## config.mk

```make
export PLATFORM = sky130hd
export DESIGN_NAME = base_sram_fifo
export DESIGN_NICKNAME = d
export VERILOG_FILES = /design/src/rtl/base_sram_fifo.sv
export SDC_FILE = /design/constraint.sdc
export NUM_CORES = 1
export LEC_CHECK = 0
export BUFFER_PORTS_ARGS = -buffer_cell sky130_fd_sc_hd__buf_4
export CAP_MARGIN = 20
export CORE_MARGIN = 2
export CORE_UTILIZATION = 54
export DETAILED_ROUTE_END_ITERATION = 16
export PLACE_DENSITY = 0.84
export SYNTH_ARGS = -nofsm -noshare
export SYNTH_HDL_FRONTEND = slang
export SYNTH_SLANG_ARGS = --single-unit
```

## constraint.sdc

```tcl
create_clock -name clk -period 6.94 [get_ports clk]
set_input_delay 1.041 -clock clk [delete_from_list [all_inputs] [get_ports clk]]
set_output_delay 1.041 -clock clk [all_outputs]
set_load 0.02 [all_outputs]
```

## src/rtl/base_sram_fifo.sv

```systemverilog
// base_sram_fifo: valid/ready FIFO backed by an external 1R1W SRAM with
// one-cycle read latency. The block owns the SRAM pointers and occupancy and
// keeps a two-entry output buffer so reads can be issued ahead of the
// consumer and full throughput is sustained.
//
// Optional feature: define BASE_SRAM_FIFO_BYPASS_EN to let an input skip the
// SRAM and land directly in the output buffer when nothing is stored or in
// flight, cutting empty latency from three cycles to one.
module base_sram_fifo #(
   parameter int unsigned width = 8,
   parameter int unsigned aw    = 4
) (
   input  logic             clk,
   input  logic             reset,
   input  logic             i_v,
   input  logic [width-1:0] i_d,
   output logic             i_r,
   output logic             o_v,
   output logic [width-1:0] o_d,
   input  logic             o_r,
   output logic             wr_en,
   output logic [aw-1:0]    wr_addr,
   output logic [width-1:0] wr_d,
   output logic             rd_en,
   output logic [aw-1:0]    rd_addr,
   input  logic [width-1:0] rd_d,
   output logic [aw:0]      o_cnt
);

   // Count value meaning every SRAM entry is occupied.
   localparam logic [aw:0] FullCnt = {1'b1, {aw{1'b0}}};

   logic [aw:0]      cnt_q, cnt_d;
   logic [aw-1:0]    wptr_q, wptr_d;
   logic [aw-1:0]    rptr_q, rptr_d;
   logic             inflight_q, inflight_d;
   logic [1:0]       buf_cnt_q, buf_cnt_d;
   logic [width-1:0] buf0_q, buf0_d;
   logic [width-1:0] buf1_q, buf1_d;

   logic             accept;
   logic             pop;
   logic             bypass;
   logic             push;
   logic [width-1:0] push_data;
   logic [1:0]       buf_after_pop;
   logic [1:0]       occ_after;

   // Handshakes and SRAM strobes. i_r looks only at the registered count so
   // o_r never reaches it combinationally.
   always_comb begin
      i_r           = reset & (cnt_q != FullCnt);
      accept        = i_v & i_r;
      o_v           = (buf_cnt_q != 2'd0);
      pop           = o_v & o_r;
      buf_after_pop = buf_cnt_q - {1'b0, pop};
      // Buffer slots already spoken for, counting the read returning now.
      occ_after     = buf_after_pop + {1'b0, inflight_q};
      rd_en         = (cnt_q != '0) & (occ_after < 2'd2);
`ifdef BASE_SRAM_FIFO_BYPASS_EN
      // Safe for ordering: nothing older sits in SRAM or in the read pipe.
      bypass        = accept & (cnt_q == '0) & ~inflight_q & (buf_after_pop < 2'd2);
`else
      bypass        = 1'b0;
`endif
      wr_en         = accept & ~bypass;
      wr_addr       = wptr_q;
      wr_d          = i_d;
      rd_addr       = rptr_q;
      o_d           = buf0_q;
      o_cnt         = cnt_q;
   end

   // Next-state for pointers, SRAM occupancy and the read-in-flight flag.
   always_comb begin
      wptr_d     = wptr_q;
      rptr_d     = rptr_q;
      cnt_d      = cnt_q;
      inflight_d = rd_en;
      if (wr_en) begin
         wptr_d = wptr_q + 1'b1;
      end
      if (rd_en) begin
         rptr_d = rptr_q + 1'b1;
      end
      unique case ({wr_en, rd_en})
         2'b10:   cnt_d = cnt_q + 1'b1;
         2'b01:   cnt_d = cnt_q - 1'b1;
         default: cnt_d = cnt_q;
      endcase
   end

   // Output buffer: pop shifts the head out, then returning read data (or a
   // bypassed input) is appended behind whatever remains.
   always_comb begin
      push      = inflight_q | bypass;
      push_data = inflight_q ? rd_d : i_d;
      buf0_d    = buf0_q;
      buf1_d    = buf1_q;
      buf_cnt_d = buf_after_pop;
      if (pop) begin
         buf0_d = buf1_q;
      end
      if (push) begin
         if (buf_after_pop == 2'd0) begin
            buf0_d = push_data;
         end else begin
            buf1_d = push_data;
         end
         buf_cnt_d = buf_after_pop + 2'd1;
      end
   end

   // State registers; reset discards any read still in flight.
   always_ff @(posedge clk or negedge reset) begin
      if (!reset) begin
         cnt_q      <= '0;
         wptr_q     <= '0;
         rptr_q     <= '0;
         inflight_q <= 1'b0;
         buf_cnt_q  <= 2'd0;
         buf0_q     <= '0;
         buf1_q     <= '0;
      end else begin
         cnt_q      <= cnt_d;
         wptr_q     <= wptr_d;
         rptr_q     <= rptr_d;
         inflight_q <= inflight_d;
         buf_cnt_q  <= buf_cnt_d;
         buf0_q     <= buf0_d;
         buf1_q     <= buf1_d;
      end
   end

endmodule

```

; After elaboration in Yosys (flattened, before gate mapping)
; Index checks and enable logic that the tools add are counted.
[totals]
reg_bits = 32
inputBits = 20
[op_classes]
eq_ne = 3
muxes = 5
magnitude_cmp = 1
bitwise_logic = 5
addsub = 7
reduce_logical = 5
[op_table]
columns = op, count
row1 = two-way mux 8 bit, 3
row2 = case mux 5 bit (2 select lines), 1
row3 = "adder 4 x 1 -> 4 bit, second input constant", 2
row4 = "adder 5 x 1 -> 5 bit, second input constant", 1
row5 = "inequality test 5 bit, second input constant", 1
row6 = nonzero test 5 bit, 1
row7 = "subtractor 5 x 1 -> 5 bit, second input constant", 1
row8 = AND 1 bit, 4
row9 = nonzero test 2 bit, 2
row10 = adder 2 x 1 -> 2 bit, 1
row11 = "adder 2 x 1 -> 2 bit, second input constant", 1
row12 = "equality test 2 x 1 -> 1 bit, second input constant", 1
row13 = "equality test 2 bit, second input constant", 1
row14 = logical NOT 2 bit, 1
row15 = "less-than comparator 2 bit, second input constant", 1
row16 = two-way mux 2 bit, 1
row17 = AND reduction 2 bit, 1
row18 = subtractor 2 x 1 -> 2 bit, 1
row19 = NOT 1 bit, 1

; Longest topological paths before layout
; Gate-level depths: netlist of the first run.
[logic_depth]
word_depth = 8
ltp_mapped = 16

; Worst setup path before layout of the first run
; No wires, ideal clock.
[synth_path]
path_type = input to register
start = input o_r
end = register cnt_q[4] (netlist: o_cnt[4])
arrival_time_ns = 3.667
setup_time_ns = 0.110
stages = 14
setup_slack_ns = 3.163
cell_sequence = nand2_4 inv_1 ha_1 inv_1 ha_1 xor3_1 a21oi_4 ha_1 inv_1 fa_1 nor2b_1 or2_2 o41ai_1 o41ai_1
[synth_between]
elab_chain_len = 7
elab_cells_between_ends = 9
cone_classes = 2 x add/sub / 1 x order compare / 2 x eq/ne / 1 x mux / 2 x bitwise / 1 x reduce/logical
[synth_rtl]
columns = element, line_no
row1 = from (decl), 20  ; input logic o_r,
row2 = AND 1 bit (*), 55  ; pop = o_v & o_r;
row3 = subtractor 2 x 1 -> 2 bit (*), 56  ; buf_after_pop = buf_cnt_q - {1'b0, pop};
row4 = adder 2 x 1 -> 2 bit (*), 58  ; occ_after = buf_after_pop + {1'b0, inflight_q};
row5 = less-than comparator 2 bit (*), 59  ; rd_en = (cnt_q != '0) & (occ_after < 2'd2);
row6 = AND 1 bit (*), 59
row7 = named net rd_en, 24  ; output logic rd_en,
row8 = equality test 2 x 1 -> 1 bit or equality test 2 bit (tied branches), 86  ; unique case ({wr_en, rd_en})
row9 = case mux 5 bit (2 select lines) or nonzero test 2 bit (tied branches), --
row10 = to (signal assigned), 125  ; cnt_q <= cnt_d;
row11 = to (decl), 33  ; logic [aw:0] cnt_q, cnt_d;
; Mark *: on every way through the listed nets, which the timed path passes. The rest lies on a longest branch.
; A chain may end at the register's enable or synchronous reset.

; Worst setup path in the final report of the first run
[layout_path]
start = input o_r
end = register cnt_q[4] (netlist: o_cnt[4])
[layout_between]
elab_chain_len = 7
elab_cells_between_ends = 9
cone_classes = 2 x add/sub / 1 x order compare / 2 x eq/ne / 1 x mux / 2 x bitwise / 1 x reduce/logical
[layout_rtl]
columns = element, line_no
row1 = AND 1 bit (*), 55
row2 = subtractor 2 x 1 -> 2 bit (*), 56
row3 = adder 2 x 1 -> 2 bit (*), 58
row4 = less-than comparator 2 bit (*), 59
row5 = AND 1 bit (*), 59
row6 = equality test 2 x 1 -> 1 bit or equality test 2 bit (tied branches), 86
row7 = case mux 5 bit (2 select lines) or nonzero test 2 bit (tied branches), --
; Mark *: on every way between the ends. The rest lies on a longest branch, timed or not.

==> results of run 1 <==
## cell type report
class                      count  area, µm²  area share (%)
clock inverter                 2       35.0            1.76
sequential                    32        801            40.3
inverter                       9       33.8            1.70
multi-input combinational     89        763            38.4
timing repair buffer          36        270            13.6
clock buffer                   6       41.3            2.08
tap                           33       41.3            2.08
## worst paths after layout
kind / to / slack (ns) / cells after the start
setup / recovery: o_cnt[4] / 3.06 / 15
hold / removal: wr_addr[3] / 0.49 / 1
setup reg to reg: o_cnt[4] / 3.09 / 15
hold reg to reg: wr_addr[3] / 0.49 / 1
max in group asynchronous: o_d[6] / 6.01 / 1
min in group asynchronous: o_d[7] / 0.63 / 1
## sequential cells by signal, summed over array words and instances, names as in the netlist
register and flops:
buf1_q 8, buf_cnt_q 2, inflight_q 1, o_cnt 5, o_d 8, rd_addr 4
wr_addr 4
## cell families (layout without fill, tap and decap cells)
logic type / count (synthesis) / count (layout) / synth area share (%)
flops: 32 / 32 / 47.7
simple gates: 28 / 28 / 10.1
xor+xnor: 11 / 11 / 6.63
compound gates: 19 / 19 / 7.38
mux: 21 / 21 / 13.5
fa+ha+maj: 10 / 10 / 7.90
buf+inv: 22 / 53 / 6.86
## routing by layer
metal / vias to the layer above / GRT usage (%) / wire, µm
li1: 543 / - / -
met1: 559 / 22.9 / 1280
met2: 53 / 35.9 / 1650
met3: 2 / 6.49 / 209
met4: 0 / 6.35 / 10
met5: - / 0 / 0
## worst reg2reg max path, delay by kind of cell (launching register included)
| family | cells | cell delay (ns) |
|---|---|---|
| simple gates | 4 | 0.84 |
| buf+inv | 3 | 0.29 |
| fa+ha+maj | 4 | 1.21 |
| xor+xnor | 1 | 0.26 |
| compound gates | 3 | 0.71 |
| flops | 1 | 0.42 |
## per-stage QoR
step / worst slack (ns) / instances / hold slack (ns) / utilization [%]
CTS: 3.14 / 207 / 0.485 / 66.1
global placement: 2.98 / 199 / 0.466 / 63.6
floorplan: 3.16 / 143 / 0.480 / -
detailed placement: 2.79 / 199 / 0.469 / 63.6
finish: 3.06 / 207 / 0.488 / 66.1
global route: 2.86 / 207 / 0.517 / 66.1
## synthesized netlist by cell type
cell      count
a21oi_4       1
o22ai_1       1
a21boi_0      1
nor4_1        1
nor3b_1       2
fa_1          1
or2_2         3
buf_1         1
nand4_1       1
a21oi_1       1
a21oi_2       1
xor2_1        4
o41ai_1       2
nand4_2       1
nand2_1      13
xor3_1        1
inv_1         9
nor4_4        1
ha_1          9
nand2_4       1
mux2_2        9
mux2_4        1
mux2i_1      11
nor2b_1       2
and2_1        1
buf_4         8
dfrtp_1      32
a21o_1        1
buf_2         2
nor3_1        2
xnor2_1       6
o21ai_0      11
clkbuf_1      2
## layout by cell type, fill, tap and decap left out, drive strengths merged
master / count
and2: 1
nor4: 2
nor2b: 2
nor3: 2
xnor2: 6
inv: 9
mux2: 10
nand4: 2
nand2: 14
fa: 1
xor2: 4
a21o: 1
mux2i: 11
a21boi: 1
ha: 9
clkinv: 1
o22ai: 1
bufinv: 1
or2: 3
o21ai: 11
buf: 36
clkbuf: 6
xor3: 1
nor3b: 2
o41ai: 2
a21oi: 3
dfrtp: 32
==> reports/qor.yml, run 1 <==
worst_setup_path:
  critPathMaxStageDelay_ns: 0.42
  critical_path_class: "input pin to register"
  cp_max_fo: 9
  critPathLaunchType: "input pin"
  r2r-start: "buf_cnt_q[1]"
  slowest_stage: "fa_1"
  worstPathRequired_ns: 7.15
  end_kind: "register"
  crit_chain: "buf_4 > nand2_4 > inv_1 > ha_1 > inv_1 > ha_1 > xor3_1 > a21oi_4 > ha_1 > inv_1 > fa_1 > nor2b_1 > or2_2 > o41ai_1 > o41ai_1"
  cp.arrival_ns: 4.09
  crit_family: "adder cells"
  worstPathBufferInverterCount: 4
  startpoint: "o_r"
placed_design:
  dp_hpwl_um: 2360
  placed_area_mm2: 0.00191
  gp_congestion: 0.834
  portBuffers: 36
clocking:
  postCtsHoldBufs: 0
  cts_tree: "built"
  cts_resized: 0
  clkLatencyLatePin_ns: 0.33
  clockRootBuffer: "clkbuf_4"
  numCtsBuffers: 5
  clkTransAtPathRegs_ns: 0.10
  htree_levels: 2
  clockBufferDepth: 2
  cts_setup_buffers: 0
  cts_sinks: 32
timing:
  slew_headroom_pct: 53.3
  grt_setup_unrepaired: "no"
  worst_slew_pin_slew_ns: 0.698
  setup_violations: 0
  drv_slew: 0
  fin_crit_ns: 3.88
  fin_crit_sh_pct: 55.9
  final.setup.tns_ns: 0
  finalHoldViolCount: 0
  clock-skew-final_ns: 0.00377
  max_freq_mhz: 258
synth:
  synth_area_mm2: 0.00168
  synthCells: 143
  syn-num-nets: 173
  syn_area_per_cell_um2: 11.7
  netlist.area_leader.share_pct: 47.7
  synth_area_leaders: "dfrtp_1 (48%), ha_1 (6.7%), mux2i_1 (6.6%)"
  yosys_warnings: 0
  ys_types: 33
  synth_seq_cells: 32
  yosysTopAreaCell: "dfrtp_1"
  ys_seq_area_share_pct: 47.7
global_route:
  grt_use_total_pct: 20.2
  grt_pass1_wl_um: 5260
  gr-total-overflow: 0
  grt_max_degree: 35
  antenna_found_initial: 0
  grt_pass1_vias: 1175
worst_hold_path:
  hold_class: "register to register"
  hold_start: "wr_addr[3]"
floorplan:
  dieHeight_um: 59.8
  die_width_um: 59.8
  design.core.area_mm2: 0.00300
  ios: 53
  fp-row-count: 20
  dieArea_mm2: 0.00357
  initial_core_util_pct: 55.9
drt:
  via_per_inst: 5.59
  vias: 1157
  dr.pass1.iters: 4
  ant_nets: 0
  drc: 0
  drt_iter0_drc: 36
  wl_um: 3140
  wl_per_cell_um: 15.2
cells_and_area:
  antennaDiodeCount: 0
  nFillCells: 247
  nNetsFinal: 203
  drive_above_1_share_pct: 35.1
  area_delta_synth_final_pct: 18.3
  fin_area_mm2: 0.00199
job:
  maxCapViolCount: 0
status:
  status: "finished, final reports clean"
Power of run 1 is left out: the tool's default activity adds up to more than one toggle a clock period on the data nets, which glitch-free logic cannot reach.
==> run 2, diff against run 1 <==
--- a/config.mk
+++ b/config.mk
@@ -8,9 +8,9 @@
 export BUFFER_PORTS_ARGS = -buffer_cell sky130_fd_sc_hd__buf_4
 export CAP_MARGIN = 20
 export CORE_MARGIN = 2
-export CORE_UTILIZATION = 54
+export CORE_UTILIZATION = 50
 export DETAILED_ROUTE_END_ITERATION = 16
-export PLACE_DENSITY = 0.84
+export PLACE_DENSITY = 0.79
 export SYNTH_ARGS = -nofsm -noshare
 export SYNTH_HDL_FRONTEND = slang
 export SYNTH_SLANG_ARGS = --single-unit
==> constraint.sdc (replaced) <==
create_clock -name clk -period 3.6 [get_ports clk]
set_input_delay 0.54 -clock clk [delete_from_list [all_inputs] [get_ports clk]]
set_output_delay 0.54 -clock clk [all_outputs]
set_load 0.02 [all_outputs]
==> run 2 against run 1 <==
Effect of this change:
- first-iteration DRC count is 33% higher
- clock-buffer cell count is 1 higher
- critical path depth stayed put
- worst hold slack worse by 0.26 ns
- utilization is 3.3 points lower
- setup slack worse by 2.8 ns
- sequential cell count stayed put
- cell count is 7.2% higher
- critical path type is now register to register
- die area is 7.5% higher
- register-to-register slack worse by 2.8 ns
- highest routed layer unchanged
- global-route usage is 1.5 points lower
- sequential share of layout area is 1.5 points lower
==> reports/qor.yml, run 2 (synthesis results as in run 1) <==
status:
  status: "finished, final reports clean"
cells_and_area:
  ff_latch_area_um2: 801  # unchanged
  nFillCells: 277  # +12%
  area_delta_synth_final_pct: 22.8
  layout_common_cells: "buf_4 (38), dfrtp_1 (32), nand2_1 (13)"
  nNetsFinal: 205  # +0.99%
  antennaDiodeCount: 0  # unchanged
  drive_above_1_share_pct: 37.5  # +2.4 points
  multiInputGateArea_um2: 790  # +3.4%
  layout_commonest_cell: "buf_4"
floorplan:
  dieHeight_um: 62.0  # +3.7%
  dieArea_mm2: 0.00384  # +7.5%
  fp-row-count: 21  # +5.0%
  die_width_um: 62.0  # +3.7%
  initial_core_util_pct: 51.1  # -4.8 points
  design.core.area_mm2: 0.00328  # +9.4%
  ios: 53  # unchanged
clocking:
  postCtsHoldBufs: 0  # unchanged
  cts_tree: "built"
  htree_levels: 2  # unchanged
  clockRootBuffer: "clkbuf_4"
  clkLatencyLatePin_ns: 0.34  # about the same
  clkTransAtPathRegs_ns: 0.10  # about the same
  numCtsBuffers: 5  # unchanged
  cts_sinks: 32  # unchanged
  clockBufferDepth: 2  # unchanged
  cts_setup_buffers: 0  # unchanged
worst_setup_path:
  worstPathRequired_ns: 3.82  # -3.33 ns
  end_kind: "register"
  critPathLaunchType: "register"
  critical_path_class: "register to register"
  cp_max_fo: 9  # unchanged
  cp.arrival_ns: 3.58  # -0.51 ns
drt:
  wl_met1_um: 1360  # +7.0%
  dr.pass1.iters: 2  # -2
  drc: 0  # unchanged
  wl_um: 3230  # +2.8%
  drt_iter0_drc: 48  # +33%
  vias: 1143  # -1.2%
  wl_met3_um: 185  # -11%
  wl_met2_um: 1600  # -2.8%
  ant_nets: 0  # unchanged
  routed.top_layer: "met4"
  via_per_inst: 5.15  # -7.9%
  wl_per_cell_um: 14.6  # -4.2%
timing:
  max_freq_mhz: 298
  final.setup.tns_ns: 0  # unchanged
  clock-skew-final_ns: 0.00577  # +0.00200 ns
  fin_crit_sh_pct: 93.2
  grt_setup_unrepaired: "no"
  finalHoldViolCount: 0  # unchanged
  drv_slew: 0  # unchanged
  setup_violations: 0  # unchanged
  worst_slew_pin_slew_ns: 0.788  # +0.0891 ns
  fin_crit_ns: 3.36
  slew_headroom_pct: 47.4  # -6.0 points
global_route:
  grt_max_degree: 34  # -2.9%
  grt_pass1_vias: 1178  # +0.26%
  antenna_found_initial: 0  # unchanged
  gr-total-overflow: 0  # unchanged
  grt_pass1_wl_um: 5090  # -3.4%
  grt_use_total_pct: 18.8  # -1.5 points
worst_hold_path:
  hold_class: "input pin to asynchronous set/reset pin"
placed_design:
  portBuffers: 36  # unchanged
  gp_congestion: 0.790  # -5.2%
  dp_hpwl_um: 2310  # -2.3%
job:
  maxCapViolCount: 0  # unchanged
-- run 2: changes by cell type in the layout (fill, tap and decap cells not counted), sizes merged --
cell    delta
clkinv     -1
buf        +2
clkbuf     +1
-- run 2: worst max-delay path: stages (launching register included) --
cell     delay, ns
dfrtp_1       0.42
or2_4         0.29
nand2_8       0.11
inv_1         0.05
ha_1          0.29
inv_1         0.07
ha_1          0.15
xor3_1        0.26
a21oi_4       0.16
ha_4          0.19
inv_1         0.09
fa_1          0.42
nor2b_2       0.16
or2_2         0.12
o41ai_1       0.07
o41ai_1       0.39
-- run 2: what timing repair did --
item / CTS / global route
pin swaps: 2 / 1
endpoints found under the setup margin: 1 / 1
resized for setup: 2 / 2
-- run 2: metrics by stage --
stage / setup WS (ns) / hold slack (ns) / area [µm²] / util, % / instances
after floorplan: 0.0169 / 0.244 / 1680 / - / 143
after global placement: 0.264 / 0.463 / 1940 / 59.2 / 214
after detailed placement: 0.00332 / 0.471 / 1940 / 59.2 / 214
after CTS: 0.0351 / 0.233 / 2050 / 62.4 / 222
after global routing: 0.0429 / 0.251 / 2060 / 62.8 / 222
final: 0.244 / 0.229 / 2060 / 62.8 / 222
-- run 2: worst paths after layout --
| check | startpoint | endpoint | slack (ns) | cells after the start |
|---|---|---|---|---|
| max | buf_cnt_q[1] | o_cnt[4] | 0.24 | 15 |
| min | reset | o_cnt[3] | 0.23 | 2 |
| max reg2reg | buf_cnt_q[1] | o_cnt[4] | 0.24 | 15 |
| min reg2reg | rd_addr[3] | rd_addr[3] | 0.48 | 1 |
| max in group asynchronous | reset | o_d[6] | 3.07 | 2 |
| min in group clk | rd_d[3] | o_d[3] | 0.41 | 3 |
-- run 2: final cells by class --
cell class,instances,share of cell area (%)
Timing Repair Buffer,38,13.8
Sequential cell,32,38.8
Multi-Input combinational cell,89,38.3
Clock inverter,1,1.46
Tap cell,46,2.79
Inverter,9,1.64
Clock buffer,7,3.16
-- run 2: routing by layer --
layer,GRT usage [%],vias up
met1,19.9,548
met4,9.12,0
met2,32.9,40
met5,0,-
met3,6.63,11
li1,-,544
Power of run 2 is left out for the same reason.
==> run 3, diff against run 2 <==
--- a/config.mk
+++ b/config.mk
@@ -10,6 +10,7 @@
 export CORE_MARGIN = 2
 export CORE_UTILIZATION = 50
 export DETAILED_ROUTE_END_ITERATION = 16
+export MAX_ROUTING_LAYER = met4
 export PLACE_DENSITY = 0.79
 export SYNTH_ARGS = -nofsm -noshare
 export SYNTH_HDL_FRONTEND = slang
==> run 3 against run 2 <==
Effect of this change:
- die area is the same
- first-iteration DRC count rose by 2.1%
- setup slack hardly changed
- global-route usage rose by 0.59 points
- sequential cell count is the same
- routed wire length decreased by 0.15%
- cell count stayed put
- sequential share of layout area is the same
- non-clock buffer count unchanged
- via count down 0.17%
- worst hold slack is essentially flat
- largest cell class unchanged
==> reports/qor.yml, run 3 (synthesis results as in run 1) <==
floorplan:
  dieHeight_um: 62.0  # unchanged
  dieArea_mm2: 0.00384  # unchanged
  die_width_um: 62.0  # unchanged
  ios: 53  # unchanged
  fp-row-count: 21  # unchanged
  design.core.area_mm2: 0.00328  # unchanged
  initial_core_util_pct: 51.1  # unchanged
worst_setup_path:
  cp.arrival_ns: 3.58  # about the same
  worstPathRequired_ns: 3.82  # about the same
  r2r.worst_path.cells: 15  # unchanged
  worstPathBufferInverterCount: 3  # unchanged
  cp_common_cell: "inv_1"
  reg2reg_slack_ns: 0.24  # about the same
  critPathMaxStageDelay_ns: 0.42  # about the same
  cp_max_fo: 9  # unchanged
  critPathLaunchType: "register"
  crit_chain: "or2_4 > nand2_8 > inv_1 > ha_1 > inv_1 > ha_1 > xor3_1 > a21oi_4 > ha_4 > inv_1 > fa_1 > nor2b_2 > or2_2 > o41ai_1 > o41ai_1"
  slowest_stage: "dfrtp_1"
  end_kind: "register"
  r2r-end: "o_cnt[4]"
  critical_path_class: "register to register"
  crit_family: "adder cells"
  r2r-start: "buf_cnt_q[1]"
timing:
  drv_slew: 0  # unchanged
  max_freq_mhz: 298  # about the same
  setup_violations: 0  # unchanged
  fin_ws_ns: 0.244  # +0.000124 ns
  slew_headroom_pct: 47.4  # unchanged
  finalHoldViolCount: 0  # unchanged
  final.setup.tns_ns: 0  # unchanged
  worst_slew_pin_slew_ns: 0.788  # unchanged
  fin_crit_sh_pct: 93.2  # about the same
  grt_setup_unrepaired: "no"
  clock-skew-final_ns: 0.00582  # +0.0000443 ns
  fin_crit_ns: 3.36  # -0.000124 ns
clocking:
  postCtsHoldBufs: 0  # unchanged
  cts_tree: "built"
  clockRootBuffer: "clkbuf_4"
  clockBufferDepth: 2  # unchanged
  numCtsBuffers: 5  # unchanged
  clkTransAtPathRegs_ns: 0.10  # about the same
  clkLatencyLatePin_ns: 0.34  # about the same
  htree_levels: 2  # unchanged
  cts_sinks: 32  # unchanged
cells_and_area:
  layout_common_cells: "buf_4 (38), dfrtp_1 (32), nand2_1 (13)"
  area_delta_synth_final_pct: 22.8  # unchanged
  nNetsFinal: 205  # unchanged
  drive_above_1_share_pct: 37.5  # unchanged
  fin_area_mm2: 0.00206  # unchanged
  finish.utilization_pct: 62.8  # unchanged
  layout_commonest_cell: "buf_4"
  antennaDiodeCount: 0  # unchanged
drt:
  via_per_inst: 5.14  # -0.17%
  wl_um: 3230  # -0.15%
  drt_iter0_drc: 49  # +2.1%
  wl_per_cell_um: 14.5  # -0.15%
  dr.pass1.iters: 2  # unchanged
  drc: 0  # unchanged
  vias: 1141  # -0.17%
  ant_nets: 0  # unchanged
global_route:
  grt_use_total_pct: 19.4  # +0.59 points
  grt_max_degree: 34  # unchanged
  grt_pass1_wl_um: 5090  # unchanged
  antenna_found_initial: 0  # unchanged
  gr-total-overflow: 0  # unchanged
  grt_pass1_vias: 1178  # unchanged
placed_design:
  placed_area_mm2: 0.00194  # unchanged
  dp_slack_ns: 0.00332  # unchanged
  portBuffers: 36  # unchanged
  dp_hpwl_um: 2310  # unchanged
  gp_congestion: 0.801  # +1.4%
job:
  maxCapViolCount: 0  # unchanged
status:
  status: "finished, final reports clean"
worst_hold_path:
  hold_class: "input pin to asynchronous set/reset pin"
-- run 3: timing repair --
item | CTS | global route
pin swaps | 2 | 1
gates resized for setup | 2 | 2
endpoints found under the setup margin | 1 | 1
buffers inserted | 0 | 0
-- run 3: per-layer routing --
layer,share of wire [%],up-vias,track usage (%),wire length (µm)
met2,50,40,32.9,1600
met3,5.8,11,6.63,187
met5,0,-,-,0
met4,2.4,0,9.12,77
li1,-,544,-,-
met1,42,546,19.9,1360
-- run 3: worst reg2reg max path: stages (launching register included) --
cell and delay (ns):
dfrtp_1 0.42, or2_4 0.29, nand2_8 0.11, inv_1 0.06, ha_1 0.29, inv_1 0.07, ha_1 0.15, xor3_1 0.26
a21oi_4 0.16, ha_4 0.19, inv_1 0.09, fa_1 0.42, nor2b_2 0.16, or2_2 0.12, o41ai_1 0.07, o41ai_1 0.39
-- run 3: worst max path at each step --
stage	start	cells past startpoint	end
6_report	buf_cnt_q[1]	15	o_cnt[4]
2_1_floorplan	buf_cnt_q[1]	16	o_cnt[4]
4_1_cts	buf_cnt_q[1]	15	o_cnt[4]
5_1_grt	buf_cnt_q[1]	15	o_cnt[4]
3_5_place_dp	buf_cnt_q[1]	15	o_cnt[4]
3_3_place_gp	buf_cnt_q[1]	15	o_cnt[4]
-- run 3: stage by stage --
step | hold slack, ns | std cells
2_1_floorplan | 0.244 | 143
3_3_place_gp | 0.463 | 214
5_1_grt | 0.251 | 222
6_report | 0.229 | 222
3_5_place_dp | 0.471 | 214
4_1_cts | 0.233 | 222
-- run 3: cell type report --
| cell class | count | area [µm²] |
|---|---|---|
| Inverter | 9 | 33.8 |
| Timing Repair Buffer | 38 | 285 |
| Clock buffer | 7 | 65.1 |
| Sequential cell | 32 | 801 |
| Clock inverter | 1 | 30.0 |
| Multi-Input combinational cell | 89 | 790 |
| Fill cell | 277 | 1220 |
| Tap cell | 46 | 57.6 |
Power of run 3 is left out for the same reason.
